--- config.mk ---
export PLATFORM = sky130hd
export DESIGN_NAME = npu_instr_issuer
export DESIGN_NICKNAME = d
export VERILOG_FILES = /design/src/rtl/npu_pkg.sv /design/src/rtl/npu_instr_fifo.sv /design/src/rtl/npu_instr_issuer.sv
export SDC_FILE = /design/constraint.sdc
export NUM_CORES = 1
export LEC_CHECK = 0
export BUFFER_PORTS_ARGS = -buffer_cell sky130_fd_sc_hd__buf_2
export CORE_MARGIN = 10
export CORE_UTILIZATION = 40
export DETAILED_ROUTE_END_ITERATION = 7
export PLACE_DENSITY = 0.67
export SYNTH_ARGS = -nofsm -noshare
export SYNTH_HDL_FRONTEND = slang
export SYNTH_HIERARCHICAL = 1
export SYNTH_SLANG_ARGS = --single-unit
--- constraint.sdc ---
create_clock -name clk -period 8.6 [get_ports clk]
set_clock_uncertainty 0.05 [all_clocks]
set_input_delay 0 -clock clk [delete_from_list [all_inputs] [get_ports clk]]
set_output_delay 0 -clock clk [all_outputs]
set_load 0.01 [all_outputs]
--- src/rtl/npu_pkg.sv ---
// Shared types and defaults for the NPU instruction path.
package npu_pkg;

    localparam int unsigned          NPU_W_IN      = 8;
    localparam logic [NPU_W_IN-1:0]  NPU_NOP_INSTR = 8'h00;

    typedef enum logic {
        IDLE,
        ISSUE
    } issue_state_e;

endpackage

--- src/rtl/npu_instr_fifo.sv ---
// Synchronous FIFO with flush; head word is presented combinationally on rdata.
module npu_instr_fifo #(
    parameter int unsigned W     = 12,
    parameter int unsigned DEPTH = 16
) (
    input  logic                         clk,
    input  logic                         rst,
    input  logic                         push,
    input  logic                         pop,
    input  logic                         flush,
    input  logic [W-1:0]                 wdata,
    output logic [W-1:0]                 rdata,
    output logic                         full,
    output logic                         empty,
    output logic [$clog2(DEPTH+1)-1:0]   fill
);

    localparam int unsigned AW = (DEPTH > 1) ? $clog2(DEPTH) : 1;
    localparam int unsigned FW = $clog2(DEPTH + 1);

    logic [W-1:0]  mem_q [DEPTH];
    logic [AW-1:0] wr_ptr_q, wr_ptr_d;
    logic [AW-1:0] rd_ptr_q, rd_ptr_d;
    logic [FW-1:0] fill_q, fill_d;
    logic          do_push, do_pop;

    assign full  = (fill_q == FW'(DEPTH));
    assign empty = (fill_q == '0);
    assign fill  = fill_q;
    assign rdata = mem_q[rd_ptr_q];

    // A push coinciding with flush is dropped.
    assign do_push = push && !full && !flush;
    assign do_pop  = pop && !empty && !flush;

    always_comb begin
        wr_ptr_d = wr_ptr_q;
        rd_ptr_d = rd_ptr_q;
        fill_d   = fill_q;
        if (flush) begin
            wr_ptr_d = '0;
            rd_ptr_d = '0;
            fill_d   = '0;
        end else begin
            if (do_push) wr_ptr_d = wr_ptr_q + AW'(1);
            if (do_pop)  rd_ptr_d = rd_ptr_q + AW'(1);
            case ({do_push, do_pop})
                2'b10:   fill_d = fill_q + FW'(1);
                2'b01:   fill_d = fill_q - FW'(1);
                default: fill_d = fill_q;
            endcase
        end
    end

    always_ff @(posedge clk) begin
        if (rst) begin
            wr_ptr_q <= '0;
            rd_ptr_q <= '0;
            fill_q   <= '0;
        end else begin
            wr_ptr_q <= wr_ptr_d;
            rd_ptr_q <= rd_ptr_d;
            fill_q   <= fill_d;
        end
    end

    always_ff @(posedge clk) begin
        if (do_push) mem_q[wr_ptr_q] <= wdata;
    end

endmodule

--- src/rtl/npu_instr_issuer.sv ---
// Buffers host instruction words and issues them to the scheduler, holding
// each word for host_rep+1 cycles and driving NOP when idle.
module npu_instr_issuer
    import npu_pkg::*;
#(
    parameter int unsigned      W_IN      = NPU_W_IN,
    parameter int unsigned      DEPTH     = 16,
    parameter int unsigned      REP_W     = 4,
    parameter logic [W_IN-1:0]  NOP_INSTR = W_IN'(NPU_NOP_INSTR)
) (
    input  logic                        clk,
    input  logic                        rst_n,
    input  logic                        host_valid,
    output logic                        host_ready,
    input  logic [W_IN-1:0]             host_instr,
    input  logic [REP_W-1:0]            host_rep,
    input  logic                        start,
    input  logic                        stop,
    input  logic                        flush,
    output logic [W_IN-1:0]             instr_out,
    output logic                        instr_valid,
    output logic                        busy,
    output logic                        done,
    output logic [$clog2(DEPTH+1)-1:0]  fill
);

    localparam int unsigned EW = REP_W + W_IN;

    issue_state_e     state_q, state_d;
    logic [W_IN-1:0]  cur_instr_q, cur_instr_d;
    logic [REP_W-1:0] cur_rep_q, cur_rep_d;
    logic [REP_W-1:0] rep_cnt_q, rep_cnt_d;
    logic [W_IN-1:0]  instr_out_q, instr_out_d;
    logic             instr_valid_q, instr_valid_d;
    logic             busy_q, busy_d;
    logic             done_q, done_d;

    logic             fifo_pop;
    logic             fifo_full;
    logic             fifo_empty;
    logic [EW-1:0]    fifo_rdata;
    logic [W_IN-1:0]  head_instr;
    logic [REP_W-1:0] head_rep;

    assign host_ready = !fifo_full && !rst_n;
    assign head_instr = fifo_rdata[W_IN-1:0];
    assign head_rep   = fifo_rdata[W_IN +: REP_W];

    npu_instr_fifo #(
        .W     (EW),
        .DEPTH (DEPTH)
    ) u_fifo (
        .clk   (clk),
        .rst   (rst_n),
        .push  (host_valid && host_ready),
        .pop   (fifo_pop),
        .flush (flush),
        .wdata ({host_rep, host_instr}),
        .rdata (fifo_rdata),
        .full  (fifo_full),
        .empty (fifo_empty),
        .fill  (fill)
    );

    always_comb begin
        state_d     = state_q;
        cur_instr_d = cur_instr_q;
        cur_rep_d   = cur_rep_q;
        rep_cnt_d   = rep_cnt_q;
        fifo_pop    = 1'b0;
        done_d      = 1'b0;

        if (flush) begin
            state_d = IDLE;
        end else if (state_q == ISSUE) begin
            if (stop) begin
                state_d = IDLE;
            end else if (rep_cnt_q != cur_rep_q) begin
                rep_cnt_d = rep_cnt_q + REP_W'(1);
            end else if (!fifo_empty) begin
                // Back-to-back pop keeps the issue stream bubble-free.
                fifo_pop    = 1'b1;
                cur_instr_d = head_instr;
                cur_rep_d   = head_rep;
                rep_cnt_d   = '0;
            end else begin
                state_d = IDLE;
                done_d  = 1'b1;
            end
        end else if (start && !stop && !fifo_empty) begin
            fifo_pop    = 1'b1;
            cur_instr_d = head_instr;
            cur_rep_d   = head_rep;
            rep_cnt_d   = '0;
            state_d     = ISSUE;
        end

        // Outputs are registered, so they are derived from the next state.
        instr_valid_d = (state_d == ISSUE);
        busy_d        = (state_d == ISSUE);
        instr_out_d   = (state_d == ISSUE) ? cur_instr_d : NOP_INSTR;
    end

    always_ff @(posedge clk) begin
        if (rst_n) begin
            state_q       <= IDLE;
            cur_instr_q   <= NOP_INSTR;
            cur_rep_q     <= '0;
            rep_cnt_q     <= '0;
            instr_out_q   <= NOP_INSTR;
            instr_valid_q <= 1'b0;
            busy_q        <= 1'b0;
            done_q        <= 1'b0;
        end else begin
            state_q       <= state_d;
            cur_instr_q   <= cur_instr_d;
            cur_rep_q     <= cur_rep_d;
            rep_cnt_q     <= rep_cnt_d;
            instr_out_q   <= instr_out_d;
            instr_valid_q <= instr_valid_d;
            busy_q        <= busy_d;
            done_q        <= done_d;
        end
    end

    assign instr_out   = instr_out_q;
    assign instr_valid = instr_valid_q;
    assign busy        = busy_q;
    assign done        = done_q;

endmodule

==> results of run 1 <==
## layout by cell type, fill, tap and decap left out, drive strengths merged, types with 19 or more instances in the layout
master / synthesis / routed
nand2: 33 / 33
dfxtp: 43 / 43
nand3: 19 / 19
edfxtp: 192 / 192
nor2: 34 / 34
clkbuf: 13 / 32
mux4: 60 / 60
buf: 19 / 47
## per-layer routing
| metal | global-route usage (%) | part of all wire (%) | vias up |
|---|---|---|---|
| met5 | 0 | 0 | - |
| met4 | 3.42 | 2.7 | 0 |
| met3 | 2.19 | 4.8 | 49 |
| met2 | 22.8 | 50 | 162 |
| met1 | 16.5 | 42 | 2660 |
| li1 | - | - | 2321 |
## cell usage after synthesis (5+ instances only)
cell type and n:
edfxtp_1 192, mux4_2 59, dfxtp_1 43, nand2_1 33, nor2_1 33, nand3_1 19, a31oi_1 17, inv_1 17
clkbuf_1 13, o21ai_0 11, buf_2 10, ha_1 9, nor3_1 8, o22ai_1 8, mux2i_1 7, xnor2_1 6
xor2_1 6, a21oi_1 5
## worst max path at each step
stage | slack, ps | depth (start not counted) | endpoint
after floorplan | 4820 | 17 | u_fifo/fill[2]$_SDFFE_PP0P_
after global placement | 4800 | 14 | u_fifo/fill[2]$_SDFFE_PP0P_
after detailed placement | 4570 | 14 | u_fifo/fill[2]$_SDFFE_PP0P_
after CTS | 4570 | 14 | u_fifo/fill[2]$_SDFFE_PP0P_
after global routing | 4150 | 14 | u_fifo/fill[2]$_SDFFE_PP0P_
final | 4490 | 14 | u_fifo/fill[2]$_SDFFE_PP0P_
## where the power goes
group	total (W)	internal, W	switching (W)
registers	0.00123	0.00123	0.00000222
clock network	0.000941	0.000530	0.000411
logic	0.0000508	0.0000178	0.0000330
## cell type report
type | count | area (µm²) | area share (%)
Timing Repair Buffer | 64 | 438 | 4.01
Sequential cell | 235 | 6630 | 60.6
Multi-Input combinational cell | 271 | 2690 | 24.6
Clock buffer | 32 | 652 | 5.96
Tap cell | 319 | 399 | 3.65
Clock inverter | 12 | 55.1 | 0.503
Antenna cell | 1 | 2.50 | 0.0229
Inverter | 18 | 67.6 | 0.618
## state kept, by name, indices dropped and copies added (netlist names), 4 cells and up, named ones only
| signal | count |
|---|---|
| rep_cnt_q | 4 |
| instr_out | 8 |
| u_fifo/mem_q | 192 |
| u_fifo/fill | 5 |
| u_fifo/wr_ptr_q | 4 |
| cur_instr_q | 8 |
| cur_rep_q | 4 |
| u_fifo/rd_ptr_q | 4 |
## tightest hold or removal path, cell delays in order
cell	delay, ps
buf_2	90
and2_1	160
nand2b_1	160
a211oi_1	90
xnor2_1	130
nor2_1	40
## per-stage QoR
step	std cells	hold slack (ps)
floorplan	556	48.9
global placement	890	301
detailed placement	890	322
CTS	951	136
global route	952	265
finish	952	157
## kinds of logic (layout without fill, tap and decap cells)
family / Yosys count / count (layout) / synth area share (%)
AOI/OAI and AO/OA: 65 / 65 / 4.67
xor gates and xnor gates: 12 / 12 / 1.10
adders and majority gates: 9 / 9 / 1.18
buffers and inverters: 50 / 126 / 2.69
DFF: 235 / 235 / 69.4
muxes: 68 / 68 / 15.1
other: 0 / 1 / 0
and+or+nand+nor: 117 / 117 / 5.86
==> qor.csv, run 1 <==
metric,value,unit
status,"finished, final reports clean",
Mapped Nets,583,
area of the die,30400,µm²
synthesized area per cell,17.2,µm²
hpwl dp,12.3,mm
cell count after synthesis,556,
per-cell routed wire length,20.9,µm
"Top FF cell, synth",edfxtp_1,
initial core utilization,40.7,%
worst path buffer plus inverter count,1,
Fillers,1985,
WHS Endpoint,u_fifo/wr_ptr_q[3]$_SDFFE_PP0P_,
Worst Path Max Fanout,12,
worst vdd ir,0.118,mV
clk_lat worst skew,510,ps
CTS tree,built,
Synth area leaders,"edfxtp_1 (60%), mux4_2 (14%), dfxtp_1 (9.0%)",
cell family with most CP delay,simple AND/OR/NAND/NOR gates,
layout cell share with drive strength beyond 1,24.4,%
RSZ-0062 raised after global routing,false,
cell leakage power,3.48,nW
clock tree sinks,235,
routed wire length,19.9,mm
Crit-path slowest cell,dfxtp_1,
CP Launch Point,u_fifo/fill[2]$_SDFFE_PP0P_,
"flops & latches, synth",235,
# DRC,0,
fraction of registers with async set/reset,0,%
Die H,174,µm
Yosys warnings,6,
core area,23500,µm²
Pwr Density,204,nW/µm²
drt first pass iters,5,
setup violators final,0,
initial antenna violation count,1,
Yosys cell types,55,
reg2reg start,u_fifo/fill[2]$_SDFFE_PP0P_,
postcts setup bufs,0,
post-route cell area,10900,µm²
area grow syn2layout,14.6,%
path depth of the worst reg2reg path,14,
Critical Path End Type,register,
largest net degree at the start of global routing,49,
CTS root buffer,clkbuf_16,
vias in the first global route,5505,
H-tree levels,1,
Hold Crit Depth,6,
flop2flop setup slack,4490,ps
crit start category,register,
Final Hold Fails,0,
Final nets,641,
CP Data Arrival Time,4500,ps
sequential fraction of the synthesis area,69.4,%
r2r endpoint,u_fifo/fill[2]$_SDFFE_PP0P_,
crit path cell chain,or4_4 > nor2_1 > nor3_1 > nand2_1 > o21ai_2 > nor2b_1 > o21ai_2 > inv_1 > ha_1 > xor2_1 > ha_1 > nor3_1 > or4_1 > a21oi_1,
Overall Power,0.00223,W
final core occ,46.6,%
initial DRC count,404,
"Slew Viols, Final",0,
Hold Crit Start,host_valid,
number of gates resized after CTS,0,
overall routing resource usage,13.1,%
Num CTS Buffers,24,
Congestion Overflow GR,0,
Clock Path Buffers,3,
post-synth top area share,60.4,%
post-route ant nets,0,
Max Clk Rate,243,MHz
CP required,8990,ps
pre-CTS WS,4570,ps
synthesized cell area,9540,µm²
final period utilization,47.8,%
Port Buf Inserts,34,
Post-synth EDFFs,192,
Vias/cell,5.45,
row cnt,56,
first-pass GRT wire length,31.5,mm
final setup margin,4490,ps
max incr delay on CP,540,ps
routability cong.,0.776,
vias post-DR,5192,
Setup TNS,0,ps
Tmin final,4110,ps
post-synth top area cell,edfxtp_1,
Die X,174,µm
Slew @ Worst Pin,998,ps
Worst slew margin,33.5,%
Worst-path clk slew,60,ps
hold_buf cts,17,
min-delay worst type,primary input to register,
"Worst Path Class, Setup",register to register,
Max Cap Violations,0,
number of I/O pins,35,
placed inst area,10100,µm²
Power figures use the tool's default switching activity.
==> inputs of run 2 (changes only) <==
--- a/config.mk
+++ b/config.mk
@@ -5,11 +5,12 @@
 export SDC_FILE = /design/constraint.sdc
 export NUM_CORES = 1
 export LEC_CHECK = 0
+export ABC_AREA = 1
 export BUFFER_PORTS_ARGS = -buffer_cell sky130_fd_sc_hd__buf_2
 export CORE_MARGIN = 10
 export CORE_UTILIZATION = 40
 export DETAILED_ROUTE_END_ITERATION = 7
-export PLACE_DENSITY = 0.67
+export PLACE_DENSITY = 0.66
 export SYNTH_ARGS = -nofsm -noshare
 export SYNTH_HDL_FRONTEND = slang
 export SYNTH_HIERARCHICAL = 1
==> constraint.sdc (replaced) <==
create_clock -name clk -period 4.1 [get_ports clk]
set_clock_uncertainty 0.05 [all_clocks]
set_input_delay 0 -clock clk [delete_from_list [all_inputs] [get_ports clk]]
set_output_delay 0 -clock clk [all_outputs]
set_load 0.01 [all_outputs]
==> qor.csv, run 2 <==
metric,value,unit,change
# diodes,0,,was 1
"most common cell after layout, fill and taps aside",edfxtp_1,,unchanged
Port Buf Inserts,34,,unchanged
overall routing resource usage,14.0,%,was 13.1%
postcts setup bufs,0,,unchanged
Congestion Overflow GR,0,,unchanged
vias post-DR,6458,,"was 5,192"
crit start category,register,,unchanged
Num CTS Buffers,23,,was 24
status,"finished, final reports clean",,unchanged
clock tree sinks,235,,unchanged
Die H,178,µm,was 174 µm
final setup margin,699,ps,was 4490 ps
hpwl dp,13.3,mm,was 12.3 mm
"Worst Path Class, Setup",register to register,,unchanged
Post-synth EDFFs,192,,unchanged
Worst slew margin,45.9,%,was 33.5%
"flops & latches, synth",235,,unchanged
largest net degree at the start of global routing,81,,was 49
most flop-heavy register,u_fifo/mem_q,,unchanged
routed wire length,22.4,mm,was 19.9 mm
Register Area,6630,µm²,unchanged
reg2reg start,u_fifo/fill[1]$_SDFFE_PP0P_,,was u_fifo/fill[2]$_SDFFE_PP0P_
min-delay worst type,primary input to register,,unchanged
CP required,4460,ps,was 8990 ps
Critical Path End Type,register,,unchanged
routability cong.,0.865,,was 0.776
"commonest non-fill, non-tap cells in the layout","edfxtp_1 (192), inv_1 (103), nand2_1 (91)",,"was edfxtp_1 (192), mux4_2 (59), dfxtp_1 (41)"
worst vdd ir,0.326,mV,was 0.118 mV
placed inst area,10600,µm²,"was 10,100 µm²"
Pwr Density,423,nW/µm²,was 204 nW/µm²
Die X,178,µm,was 174 µm
area of the die,31800,µm²,"was 30,400 µm²"
final period utilization,83.0,%,was 47.8%
Yosys warnings,6,,unchanged
flop2flop setup slack,700,ps,was 4490 ps
cell count after synthesis,858,,was 556
clk_lat worst skew,510,ps,about the same
Worst-path clk slew,60,ps,about the same
post-route ant nets,0,,unchanged
Setup TNS,0,ps,unchanged
Hold Crit Start,start,,was host_valid
first-pass GRT wire length,35.1,mm,was 31.5 mm
layout cell share with drive strength beyond 1,12.7,%,was 24.4%
"count leader, synth",edfxtp_1,,unchanged
area grow syn2layout,14.7,%,was 14.6%
multi-input logic area,2780,µm²,was 2690 µm²
Max Clk Rate,294,MHz,was 243 MHz
sequential fraction of the synthesis area,66.0,%,was 69.4%
post-route cell area,11500,µm²,"was 10,900 µm²"
hold_ws,85.0,ps,was 157 ps
CTS root buffer,clkbuf_16,,unchanged
H-tree levels,1,,unchanged
initial antenna violation count,0,,was 1
RSZ-0062 raised after global routing,false,,unchanged
number of I/O pins,35,,unchanged
row cnt,57,,was 56
per-cell routed wire length,17.8,µm,was 20.9 µm
Vias/cell,5.13,,was 5.45
r2r endpoint,u_fifo/fill[4]$_SDFFE_PP0P_,,was u_fifo/fill[2]$_SDFFE_PP0P_
Max Cap Violations,0,,unchanged
synthesized cell area,10000,µm²,was 9540 µm²
Clock Path Buffers,3,,unchanged
post-synth top area cell,edfxtp_1,,unchanged
Hold Crit Depth,7,,was 6
Largest register FFs,192,,unchanged
setup violators final,0,,unchanged
initial core utilization,40.9,%,was 40.7%
Tmin final,3400,ps,was 4110 ps
core area,24500,µm²,"was 23,500 µm²"
Commonest cells post-synth,"edfxtp_1 (192), inv_1 (103), nand2_1 (91), a21oi_1 (70)",,"was edfxtp_1 (192), mux4_2 (59), dfxtp_1 (43), nand2_1 (33), nor2_1 (33)"
"Top FF cell, synth",edfxtp_1,,unchanged
Yosys cell types,37,,was 55
Slew @ Worst Pin,811,ps,was 998 ps
Fillers,2221,,"was 1,985"
synthesized area per cell,11.7,µm²,was 17.2 µm²
drt first pass iters,7,,was 5
"Slew Viols, Final",0,,unchanged
Final Hold Fails,0,,unchanged
Synth area leaders,"edfxtp_1 (57%), dfxtp_1 (8.6%), mux2i_1 (4.8%)",,"was edfxtp_1 (60%), mux4_2 (14%), dfxtp_1 (9.0%)"
cell leakage power,4.13,nW,was 3.48 nW
pre-CTS WS,786,ps,was 4570 ps
post-synth top area share,57.4,%,was 60.4%
fraction of registers with async set/reset,0,%,unchanged
Final nets,946,,was 641
vias in the first global route,6396,,"was 5,505"
path depth of the worst reg2reg path,24,,was 14
Post-Layout Cell Count,1260,,was 952
CTS tree,built,,unchanged
initial DRC count,544,,was 404
Mapped Nets,885,,was 583
# DRC,0,,unchanged
WHS Endpoint,cur_instr_q[0]$_SDFF_PP0_,,was u_fifo/wr_ptr_q[3]$_SDFFE_PP0P_
dpl cells,1200,,was 890
CP Data Arrival Time,3760,ps,was 4500 ps
Worst Path Max Fanout,16,,was 12
-- run 2: cell types whose count changed in the layout (fill, tap and decap cells not counted), sizes merged, moves of 14 or more --
cell	delta
nand2	+66
a31oi	-17
inv	+92
o211ai	+46
nand4	+14
nand3	+21
nor2	+26
a21oi	+67
o21ai	+61
mux2i	+41
mux4	-60
-- run 2: final cells by class --
cell class	count	share of cell area (%)
multi-input cells	476	24.1
clock buffers	27	5.13
repair buffers	75	4.65
well taps	324	3.52
flip-flops and latches	235	57.6
clock inverters	15	1.52
inverters	108	3.54
-- run 2: metrics by stage --
step | power [W] | util, %
final | 0.00488 | 47.0
after global routing | 0.00503 | 47.0
after CTS | 0.00492 | 47.0
after detailed placement | 0.00278 | 43.1
after global placement | 0.00277 | 43.1
after floorplan | 0.00272 | -
-- run 2: critical path, stage by stage, from the launching register on --
cell,delay [ps]
dfxtp_1,460
nor2_2,90
nand3_2,110
inv_1,100
nor2_4,230
nand2_4,170
nand2_2,90
nand2_2,70
inv_1,60
nand2_1,130
inv_2,130
inv_1,60
nor2_1,180
nand2_4,90
inv_4,100
ha_1,290
xor2_1,240
ha_1,190
inv_1,50
nand2_2,90
nand2_2,60
nand3_1,70
nand3_1,80
nand2_1,60
inv_1,30
-- run 2: report_power, final --
group | switching (W) | internal, W
clock network | 0.000856 | 0.00128
registers | 0.00000694 | 0.00259
logic | 0.0000956 | 0.0000471
total | 0.000959 | 0.00392
-- run 2: kinds of logic (layout without fill, tap and decap cells) --
| logic type | count (synthesis) | count (layout) | synth area share (%) |
|---|---|---|---|
| AOI/OAI and AO/OA | 195 | 195 | 11.1 |
| DFF | 235 | 235 | 66.0 |
| buffers and inverters | 147 | 225 | 6.37 |
| xor gates and xnor gates | 5 | 5 | 0.436 |
| adders and majority gates | 9 | 9 | 1.12 |
| and+or+nand+nor | 219 | 219 | 10.2 |
| muxes | 48 | 48 | 4.78 |
-- run 2: timing repair --
| action | 4_1_cts | 5_1_grt |
|---|---|---|
| hold endpoints to repair | 215 | 0 |
| gates resized for setup | 0 | 0 |
| hold buffers | 18 | 0 |
-- run 2: how the worst max path moves through the flow --
stage / from / to / slack, ps / cells after the start
after detailed placement: u_fifo/fill[1]$_SDFFE_PP0P_ / u_fifo/fill[4]$_SDFFE_PP0P_ / 790 / 24
after global placement: u_fifo/fill[1]$_SDFFE_PP0P_ / u_fifo/fill[4]$_SDFFE_PP0P_ / 900 / 24
after CTS: u_fifo/fill[1]$_SDFFE_PP0P_ / u_fifo/fill[4]$_SDFFE_PP0P_ / 770 / 24
after global routing: u_fifo/fill[1]$_SDFFE_PP0P_ / u_fifo/fill[4]$_SDFFE_PP0P_ / 380 / 24
final: u_fifo/fill[1]$_SDFFE_PP0P_ / u_fifo/fill[4]$_SDFFE_PP0P_ / 700 / 24
after floorplan: u_fifo/fill[1]$_SDFFE_PP0P_ / u_fifo/fill[4]$_SDFFE_PP0P_ / 1200 / 24
-- run 2: layer usage --
| metal | GRT usage, % | up-vias | wire (µm) |
|---|---|---|---|
| met5 | 0 | - | 0 |
| met4 | 4.06 | 0 | 430 |
| met3 | 2.01 | 36 | 853 |
| met2 | 25.2 | 119 | 11600 |
| met1 | 17.1 | 3147 | 9540 |
| li1 | - | 3156 | - |
==> inputs of run 3 (changes only) <==
--- a/config.mk
+++ b/config.mk
@@ -5,12 +5,12 @@
 export SDC_FILE = /design/constraint.sdc
 export NUM_CORES = 1
 export LEC_CHECK = 0
-export ABC_AREA = 1
+export ABC_AREA = 0
 export BUFFER_PORTS_ARGS = -buffer_cell sky130_fd_sc_hd__buf_2
 export CORE_MARGIN = 10
 export CORE_UTILIZATION = 40
 export DETAILED_ROUTE_END_ITERATION = 7
-export PLACE_DENSITY = 0.66
+export PLACE_DENSITY = 0.67
 export SYNTH_ARGS = -nofsm -noshare
 export SYNTH_HDL_FRONTEND = slang
 export SYNTH_HIERARCHICAL = 1
==> constraint.sdc (replaced) <==
create_clock -name clk -period 3.13 [get_ports clk]
set_clock_uncertainty 0.05 [all_clocks]
set_input_delay 0 -clock clk [delete_from_list [all_inputs] [get_ports clk]]
set_output_delay 0 -clock clk [all_outputs]
set_load 0.01 [all_outputs]
==> qor.csv, run 3 (same netlist as run 1, synthesis figures left out) <==
metric,value,unit,change
area grow syn2layout,17.5,%,was 14.7%
cell leakage power,3.63,nW,was 4.13 nW
final setup margin,128,ps,was 699 ps
CP Data Arrival Time,3410,ps,was 3760 ps
initial core utilization,40.7,%,was 40.9%
drt first pass iters,6,,was 7
first-pass GRT wire length,32.1,mm,was 35.1 mm
final core occ,47.8,%,was 47.0%
post-route ant nets,0,,unchanged
number of I/O pins,35,,unchanged
initial antenna violation count,0,,unchanged
overall routing resource usage,13.3,%,was 14.0%
largest net degree at the start of global routing,29,,was 81
layout cell share with drive strength beyond 1,28.5,%,was 12.7%
area of the die,30400,µm²,"was 31,800 µm²"
Worst-path clk slew,60,ps,about the same
Critical Path End Type,register,,unchanged
Worst slew margin,15.8,%,was 45.9%
pre-CTS WS,-46.1,ps,was 786 ps
setup violators final,0,,unchanged
post-route cell area,11200,µm²,"was 11,500 µm²"
Pwr Density,557,nW/µm²,was 423 nW/µm²
status,"finished, final reports clean",,unchanged
Die H,174,µm,was 178 µm
dpl cells,908,,"was 1,200"
core area,23500,µm²,"was 24,500 µm²"
Port Buf Inserts,34,,unchanged
vias in the first global route,5519,,"was 6,396"
worst vdd ir,0.374,mV,was 0.326 mV
most flop-heavy register,u_fifo/mem_q,,unchanged
Worst Path Max Fanout,11,,was 16
placed inst area,10300,µm²,"was 10,600 µm²"
routability cong.,0.845,,was 0.865
"Slew Viols, Final",0,,unchanged
Num CTS Buffers,25,,was 23
Largest register FFs,192,,unchanged
CP required,3540,ps,was 4460 ps
H-tree levels,1,,unchanged
Congestion Overflow GR,0,,unchanged
CTS root buffer,clkbuf_16,,unchanged
crit start category,register,,unchanged
Post-Layout Cell Count,971,,"was 1,260"
"commonest non-fill, non-tap cells in the layout","edfxtp_1 (192), mux4_2 (59), dfxtp_1 (40)",,"was edfxtp_1 (192), inv_1 (103), nand2_1 (91)"
min-delay worst type,primary input to register,,unchanged
Slew @ Worst Pin,1260,ps,was 811 ps
Max Cap Violations,0,,unchanged
row cnt,56,,was 57
hpwl dp,13.4,mm,was 13.3 mm
final period utilization,95.9,%,was 83.0%
Tmin final,3000,ps,was 3400 ps
Clock Path Buffers,3,,unchanged
clk_lat worst skew,530,ps,was 510 ps
vias post-DR,5311,,"was 6,458"
Max Clk Rate,333,MHz,was 294 MHz
"Worst Path Class, Setup",register to register,,unchanged
Die X,174,µm,was 178 µm
clock tree sinks,235,,unchanged
Final nets,661,,was 946
RSZ-0062 raised after global routing,false,,unchanged
Fillers,1946,,"was 2,221"
# diodes,0,,unchanged
"most common cell after layout, fill and taps aside",edfxtp_1,,unchanged
# DRC,0,,unchanged
routed wire length,20.3,mm,was 22.4 mm
CTS tree,built,,unchanged
Final Hold Fails,0,,unchanged
Vias/cell,5.47,,was 5.13
flop2flop setup slack,130,ps,was 700 ps
per-cell routed wire length,20.9,µm,was 17.8 µm
initial DRC count,530,,was 544
## run 3: path summary, 6_finish.rpt
kind                          startpoint  cells after the start                              end
max          u_fifo/fill[0]$_SDFFE_PP0P_                     13      u_fifo/fill[3]$_SDFFE_PP0P_
min                           host_valid                      7  u_fifo/wr_ptr_q[3]$_SDFFE_PP0P_
min reg2reg    cur_rep_q[1]$_SDFFE_PP0P_                      2        cur_rep_q[1]$_SDFFE_PP0P_
max reg2reg  u_fifo/fill[0]$_SDFFE_PP0P_                     13      u_fifo/fill[3]$_SDFFE_PP0P_
## run 3: what timing repair did
action / CTS / global route
setup endpoints to repair: 2 / 3
hold endpoints to repair: 210 / 0
gates cloned: 0 / 0
pin swaps: 0 / 3
hold buffers: 16 / 0
resized for setup: 1 / 4
buffers inserted: 0 / 2
## run 3: worst max-delay path, cell delays in order, from the launching register on
cell      delay [ps]
dfxtp_1          310
or4_4            590
nor2_1           120
nor2_1            50
and2_1           200
nand2b_1         100
a21oi_1           70
inv_1            100
ha_2             190
buf_4            170
nor3b_1          260
o21ai_0          190
a2111o_1         460
nand3_1           90
## run 3: cell type report
class                      count  area [µm²]  share of cell area, %
sequential                   235        6630                   59.2
multi-input combinational    271        2740                   24.5
clock buffer                  34         691                   6.16
timing repair buffer          83         603                   5.38
tap                          319         399                   3.56
clock inverter                11        71.3                  0.636
inverter                      18        67.6                  0.603
## run 3: where the power goes
group | switching [W] | internal (W) | leakage [nW]
clock | 0.00115 | 0.00155 | 0.381
combinational | 0.0000927 | 0.0000509 | 1.17
sequential | 0.00000527 | 0.00338 | 2.08
total | 0.00125 | 0.00499 | 3.63
## run 3: metrics by stage
stage,power (W),hold slack [ps],TNS (ps)
6_report,0.00624,163,0
5_1_grt,0.00644,212,0
3_3_place_gp,0.00358,309,0
3_5_place_dp,0.00358,336,-62.7
2_1_floorplan,0.00352,48.9,-169
4_1_cts,0.00629,158,0
## run 3: metal layers
metal / routed length, µm / up-vias / global-route usage [%]
met5: 0 / - / 0
met4: 472 / 0 / 3.85
met3: 1170 / 36 / 2.62
met2: 9980 / 175 / 22.0
met1: 8690 / 2731 / 17.6
li1: - / 2369 / -
